<file path="src/rtl/sram_req_arbiter_pkg.sv">
// Shared constants and types for the SRAM-like request arbiter: source IDs,
// FSM state encoding, access sizes and the muxed memory command bundle.
package sram_req_arbiter_pkg;

  localparam logic SRC_INST = 1'b0;
  localparam logic SRC_DATA = 1'b1;

  localparam logic [1:0] IDLE      = 2'd0;
  localparam logic [1:0] LOCK_INST = 2'd1;
  localparam logic [1:0] LOCK_DATA = 2'd2;

  localparam logic [1:0] SIZE_BYTE = 2'd0;
  localparam logic [1:0] SIZE_HALF = 2'd1;
  localparam logic [1:0] SIZE_WORD = 2'd2;

  localparam int unsigned STREAK_W = 4;

  typedef struct packed {
    logic        wr;
    logic [1:0]  size;
    logic [31:0] addr;
    logic [3:0]  wstrb;
    logic [31:0] wdata;
  } mem_cmd_t;

  function automatic logic [1:0] lock_state(input logic src);
    return (src == SRC_DATA) ? LOCK_DATA : LOCK_INST;
  endfunction

endpackage

</file>
<file path="src/rtl/sram_req_arbiter_src_fifo.sv">
// One-bit-wide FIFO recording the source of each accepted request so in-order
// responses can be routed back. The caller never pushes when full or pops when empty.
module sram_req_arbiter_src_fifo #(
  parameter int unsigned DEPTH = 4
) (
  input  logic clk_i,
  input  logic rst_i,
  input  logic push_i,
  input  logic src_i,
  input  logic pop_i,
  output logic full_o,
  output logic empty_o,
  output logic head_o
);

  localparam int unsigned PtrW = $clog2(DEPTH);

  logic [DEPTH-1:0] slot_q;
  logic [PtrW-1:0]  wptr_q, wptr_d;
  logic [PtrW-1:0]  rptr_q, rptr_d;
  logic [PtrW:0]    count_q, count_d;

  always_comb begin
    wptr_d  = push_i ? wptr_q + PtrW'(1) : wptr_q;
    rptr_d  = pop_i  ? rptr_q + PtrW'(1) : rptr_q;
    count_d = count_q;
    case ({push_i, pop_i})
      2'b10:   count_d = count_q + (PtrW+1)'(1);
      2'b01:   count_d = count_q - (PtrW+1)'(1);
      default: count_d = count_q;
    endcase
  end

  always_ff @(posedge clk_i or posedge rst_i) begin
    if (rst_i) begin
      slot_q  <= '0;
      wptr_q  <= '0;
      rptr_q  <= '0;
      count_q <= '0;
    end else begin
      if (push_i) slot_q[wptr_q] <= src_i;
      wptr_q  <= wptr_d;
      rptr_q  <= rptr_d;
      count_q <= count_d;
    end
  end

  assign full_o  = (count_q == (PtrW+1)'(DEPTH));
  assign empty_o = (count_q == '0);
  assign head_o  = slot_q[rptr_q];

endmodule

</file>
<file path="src/rtl/sram_req_arbiter.sv">
// Shares one SRAM-like memory port between the instruction and data requesters,
// with data priority, bounded instruction starvation and in-order response routing.
module sram_req_arbiter
  import sram_req_arbiter_pkg::*;
#(
  parameter int unsigned OUTSTANDING     = 4,
  parameter int unsigned MAX_DATA_STREAK = 4
) (
  input  logic        clk,
  input  logic        reset,
  input  logic        inst_req,
  input  logic        inst_wr,
  input  logic [1:0]  inst_size,
  input  logic [31:0] inst_addr,
  input  logic [3:0]  inst_wstrb,
  input  logic [31:0] inst_wdata,
  output logic        inst_addr_ok,
  output logic        inst_data_ok,
  output logic [31:0] inst_rdata,
  input  logic        data_req,
  input  logic        data_wr,
  input  logic [1:0]  data_size,
  input  logic [31:0] data_addr,
  input  logic [3:0]  data_wstrb,
  input  logic [31:0] data_wdata,
  output logic        data_addr_ok,
  output logic        data_data_ok,
  output logic [31:0] data_rdata,
  output logic        mem_req,
  output logic        mem_wr,
  output logic [1:0]  mem_size,
  output logic [31:0] mem_addr,
  output logic [3:0]  mem_wstrb,
  output logic [31:0] mem_wdata,
  input  logic        mem_addr_ok,
  input  logic        mem_data_ok,
  input  logic [31:0] mem_rdata,
  output logic        err_unexp_rsp
);

  logic [1:0]          state_q, state_d;
  logic [STREAK_W-1:0] streak_q, streak_d;
  logic                err_q, err_d;

  logic     fifo_full, fifo_empty, fifo_head;
  logic     gnt_vld, gnt_src, accept, pop;
  mem_cmd_t inst_cmd, data_cmd, mem_cmd;

  // A presented-but-unaccepted request owns the port until the memory takes it.
  always_comb begin
    gnt_vld = 1'b0;
    gnt_src = SRC_INST;
    case (state_q)
      LOCK_INST: begin
        gnt_vld = 1'b1;
        gnt_src = SRC_INST;
      end
      LOCK_DATA: begin
        gnt_vld = 1'b1;
        gnt_src = SRC_DATA;
      end
      default: begin
        if (!fifo_full) begin
          if (data_req && (!inst_req || (32'(streak_q) < MAX_DATA_STREAK))) begin
            gnt_vld = 1'b1;
            gnt_src = SRC_DATA;
          end else if (inst_req) begin
            gnt_vld = 1'b1;
            gnt_src = SRC_INST;
          end
        end
      end
    endcase
    if (reset) gnt_vld = 1'b0;
  end

  assign accept = gnt_vld && mem_addr_ok;
  assign pop    = !reset && mem_data_ok && !fifo_empty;

  assign inst_cmd = {inst_wr, inst_size, inst_addr, inst_wstrb, inst_wdata};
  assign data_cmd = {data_wr, data_size, data_addr, data_wstrb, data_wdata};
  assign mem_cmd  = !gnt_vld ? '0 : (gnt_src == SRC_DATA) ? data_cmd : inst_cmd;

  assign mem_req = gnt_vld;
  assign {mem_wr, mem_size, mem_addr, mem_wstrb, mem_wdata} = mem_cmd;

  assign inst_addr_ok = accept && (gnt_src == SRC_INST);
  assign data_addr_ok = accept && (gnt_src == SRC_DATA);
  assign inst_data_ok = pop && (fifo_head == SRC_INST);
  assign data_data_ok = pop && (fifo_head == SRC_DATA);
  assign inst_rdata   = inst_data_ok ? mem_rdata : '0;
  assign data_rdata   = data_data_ok ? mem_rdata : '0;

  always_comb begin
    state_d = IDLE;
    if (gnt_vld && !mem_addr_ok) state_d = lock_state(gnt_src);

    streak_d = streak_q;
    if (!inst_req || inst_addr_ok) begin
      streak_d = '0;
    end else if (data_addr_ok && (streak_q != '1)) begin
      streak_d = streak_q + STREAK_W'(1);
    end

    err_d = err_q | (mem_data_ok && fifo_empty);
  end

  always_ff @(posedge clk or posedge reset) begin
    if (reset) begin
      state_q  <= IDLE;
      streak_q <= '0;
      err_q    <= 1'b0;
    end else begin
      state_q  <= state_d;
      streak_q <= streak_d;
      err_q    <= err_d;
    end
  end

  assign err_unexp_rsp = err_q;

  sram_req_arbiter_src_fifo #(
    .DEPTH (OUTSTANDING)
  ) u_src_fifo (
    .clk_i   (clk),
    .rst_i   (reset),
    .push_i  (accept),
    .src_i   (gnt_src),
    .pop_i   (pop),
    .full_o  (fifo_full),
    .empty_o (fifo_empty),
    .head_o  (fifo_head)
  );

endmodule

</file>
<file path="config.mk">
export PLATFORM = sky130hd
export DESIGN_NAME = sram_req_arbiter
export DESIGN_NICKNAME = d
export VERILOG_FILES = /design/src/rtl/sram_req_arbiter_pkg.sv /design/src/rtl/sram_req_arbiter_src_fifo.sv /design/src/rtl/sram_req_arbiter.sv
export SDC_FILE = /design/constraint.sdc
export NUM_CORES = 1
export LEC_CHECK = 0
export BUFFER_PORTS_ARGS = -buffer_cell sky130_fd_sc_hd__buf_4
export CAP_MARGIN = 40
export CORE_AREA = 2 2 126 128
export CTS_CLUSTER_SIZE = 14
export DETAILED_ROUTE_END_ITERATION = 7
export DIE_AREA = 0 0 128 130
export GPL_TIMING_DRIVEN = 0
export MAX_ROUTING_LAYER = met4
export PLACE_DENSITY = 0.51
export SLEW_MARGIN = 10
export SYNTH_ARGS = -nofsm -noshare
export SYNTH_HDL_FRONTEND = slang
export SYNTH_SLANG_ARGS = --single-unit
export TNS_END_PERCENT = 50
</file>
<file path="constraint.sdc">
create_clock -name clk -period 5 [get_ports clk]
set_clock_uncertainty 0.15 [all_clocks]
set_input_delay 0 -clock clk [delete_from_list [all_inputs] [get_ports clk]]
set_output_delay 0 -clock clk [all_outputs]
set_load 0.01 [all_outputs]
</file>
==> results.py <==
metrics = {
    "grt": {
        "antenna_found_initial": 0,
        "grt_pass1_vias": 3581,
        "track_usage_pct": 15.5,
        "grt_max_degree": 19,
        "grt_pass1_wl_um": 19900,
        "overflow": 0,
    },
    "synth": {
        "synth_ff_type": "dfrtp_1",
        "synth_top_area_share_pct": 22.2,
        "avgSynthCellArea_um2": 6.16,
        "ys_seq_area_share_pct": 18.1,
        "synthCells": 403,
        "syn_area_um2": 2480,
        "synth_common_cells": "nand2_1, a21oi_1, and3_1",
        "yosysTopAreaCell": "nand2_1",
        "synth_nets": 591,
        "async_flop_share_pct": 100,
        "synth_edf_count": 0,
        "ys_types": 36,
        "ys_ff_latch": 18,
        "synth.most_common_cell": "nand2_1",
        "yosys_warnings": 0,
        "yosys-top-cells-area": "nand2_1, dfrtp_1, a21oi_1",
    },
    "timing": {
        "post-route-period-util_pct": 55.9,
        "period_minus_slack_ns": 2.79,
        "setup_viol": 0,
        "rsz0062_at_grt": "no",
        "finalWorstSetupSlack_ns": 2.21,
        "worst_pin_slew_ns": 0.713,
        "slew_violations": 0,
        "fmax_ghz": 0.358,
        "finalHoldViolations": 0,
        "tns_ns": 0,
        "max-slew-margin-rel_pct": 52.4,
    },
    "drt": {
        "drt_wl_total_um": 14000,
        "viasPerCell": 4.22,
        "via_count": 3893,
        "drtIter0Drc": 163,
        "ant_nets": 0,
        "drt-pass1-iter-count": 4,
        "drc": 0,
        "wl_per_cell_um": 15.2,
    },
    "clock_tree": {
        "cts-htree-levels": 1,
        "cts_made_buffers": 3,
        "insertion_delay_ns": 0.25,
        "ctsHoldBuffers": 4,
        "post_cts_buffers": 0,
        "cts_tree": "built",
        "cts_resized": 0,
        "clock_sinks": 18,
        "path_clk_slew_ns": 0.05,
        "cts-root-buf": "clkbuf_16",
        "clk_path_buf_depth": 2,
    },
    "placement": {
        "hpwlAfterDp_um": 11800,
        "place_worst_setup_slack_ns": 2.14,
        "io_buffers": 320,
        "placed_area_um2": 5130,
        "gp_congestion": 0.839,
    },
    "worst_setup_path": {
        "cp-start-kind": "flip-flop",
        "crit_type": "reg2reg",
        "required_ns": 4.98,
        "worst_ep_arrival_time_ns": 2.78,
        "end_kind": "flip-flop",
        "cp_max_fo": 10,
    },
    "pwr": {
        "p_sw_share_pct": 46.7,
        "p_leak_nw": 2.97,
        "intPower_w": 0.000906,
        "p_sw_w": 0.000792,
        "p_comb_share_pct": 76.4,
        "irDropWorstVdd_mv": 0.131,
        "pwr-share-clk_pct": 9.3,
        "power.density_nw_per_um2": 324,
        "p_seq_share_pct": 14.2,
    },
    "finish": {
        "seqCellArea_um2": 450,
        "finalInstanceArea_um2": 5240,
        "n_antenna_cell": 0,
        "area_delta_synth_final_pct": 111,
        "fin_util_pct": 34.0,
        "nNetsFinal": 920,
        "multi_input_area_um2": 1810,
        "final_layout_size_suffix_gt1_share_pct": 48.8,
        "fillers": 1732,
    },
    "outcome": {
        "outcome": "complete, no violations",
    },
    "die": {
        "core_um2": 15400,
        "io_pins": 321,
        "chipWidth_um": 128,
        "fp.dieH_um": 130,
        "die-area_um2": 16600,
        "core.rowCount": 46,
        "initial_core_util_pct": 16.1,
    },
    "flow_run": {
        "maxCapViolations": 0,
    },
    "hold_path": {
        "hp-class": "in2out",
    },
}
[power by group through the flow]
stage / Combinational, W / Clock (W) / Sequential [W]
final: 0.00130 / 0.000158 / 0.000242
after detailed placement: 0.00131 / 0 / 0.000245
after global placement: 0.00131 / 0 / 0.000245
after global routing: 0.00143 / 0.000165 / 0.000252
after floorplan: 0.000689 / 0 / 0.000236
after CTS: 0.00132 / 0.000162 / 0.000243
[registers in the layout, indices dropped and copies added (netlist names)]
name,cells
state_q,2
u_src_fifo.wptr_q,2
u_src_fifo.count_q,3
streak_q,4
u_src_fifo.rptr_q,2
err_unexp_rsp,1
u_src_fifo.slot_q,4
[through the flow]
step	hold WS (ns)	cells	power, W
6_report	0.145	922	0.00170
5_1_grt	0.160	922	0.00184
4_1_cts	0.145	922	0.00172
3_5_place_dp	0.0411	915	0.00156
3_3_place_gp	0.0413	915	0.00155
2_1_floorplan	-0.211	403	0.000926
[cells in the final DEF, fill, tap and decap left out, drive strengths merged]
cell type and n:
nor4b 1, xor2 3, dfrtp 18, and2b 1, fa 1, a21o 3, a41o 1, mux4 1
or3b 1, or3 3, xnor2 3, nor2b 1, o211a 1, nor2 4, nor3 3, buf 346
a21oi 75, o221ai 2, and3 34, inv 9, mux2i 1, nand2 147, dlygate4sd3 4, clkbuf 12
a41oi 1, nand4 1, nand4b 1, and2 33, a31oi 5, o21ai 3, nand3 1, nor3b 2
nor4bb 1, ha 7
[layer usage]
metal / routed length (µm) / share of wire [%] / track usage (%)
met1: 5880 / 42 / 19.3
met5: 0 / 0 / -
met4: 204 / 1.5 / 2.33
met3: 966 / 6.9 / 2.95
met2: 6970 / 50 / 26.7
[critical path: stages (launching register included)]
cell and delay [ns]:
dfrtp_1 0.32, inv_1 0.04, ha_1 0.34, nor4bb_2 0.21
nor4b_4 0.52, inv_1 0.21, ha_1 0.27, inv_1 0.07
fa_1 0.17, xor2_1 0.16, nor2_1 0.06, xor2_1 0.14
[kinds of logic (layout without fill, tap and decap cells)]
kind of cell	Yosys count	count (layout)	share of synthesized area, %
buffers and inverters	44	371	8.87
XOR/XNOR	6	6	2.12
multiplexers	2	2	1.31
AO/OA/AOI/OAI	91	91	20.1
AND/OR/NAND/NOR	234	234	45.2
adder cells (fa/ha/maj)	8	8	4.33
flip-flops	18	18	18.1
[worst paths after layout]
kind                                     from               endpoint  slack, ns  cells past startpoint
worst max-delay path               state_q[0]  u_src_fifo.count_q[2]       2.21                     11
worst min-delay path            mem_rdata[19]         inst_rdata[19]       0.15                      3
worst max register to register     state_q[0]  u_src_fifo.count_q[2]       2.21                     11
worst min register to register  err_unexp_rsp          err_unexp_rsp       0.31                      1
max in group asynchronous               reset            streak_q[0]       3.92                      3
min in group asynchronous               reset          err_unexp_rsp       0.33                      3
[layout make-up]
cell class              count  share of cell area [%]
repair buffers            324                    46.6
well taps                 192                    4.58
multi-input cells         341                    34.6
inverters                   9                   0.645
flip-flops and latches     18                    8.59
plain buffers              35                    3.56
clock buffers               3                    1.43
(Power assumes the default switching activity.)
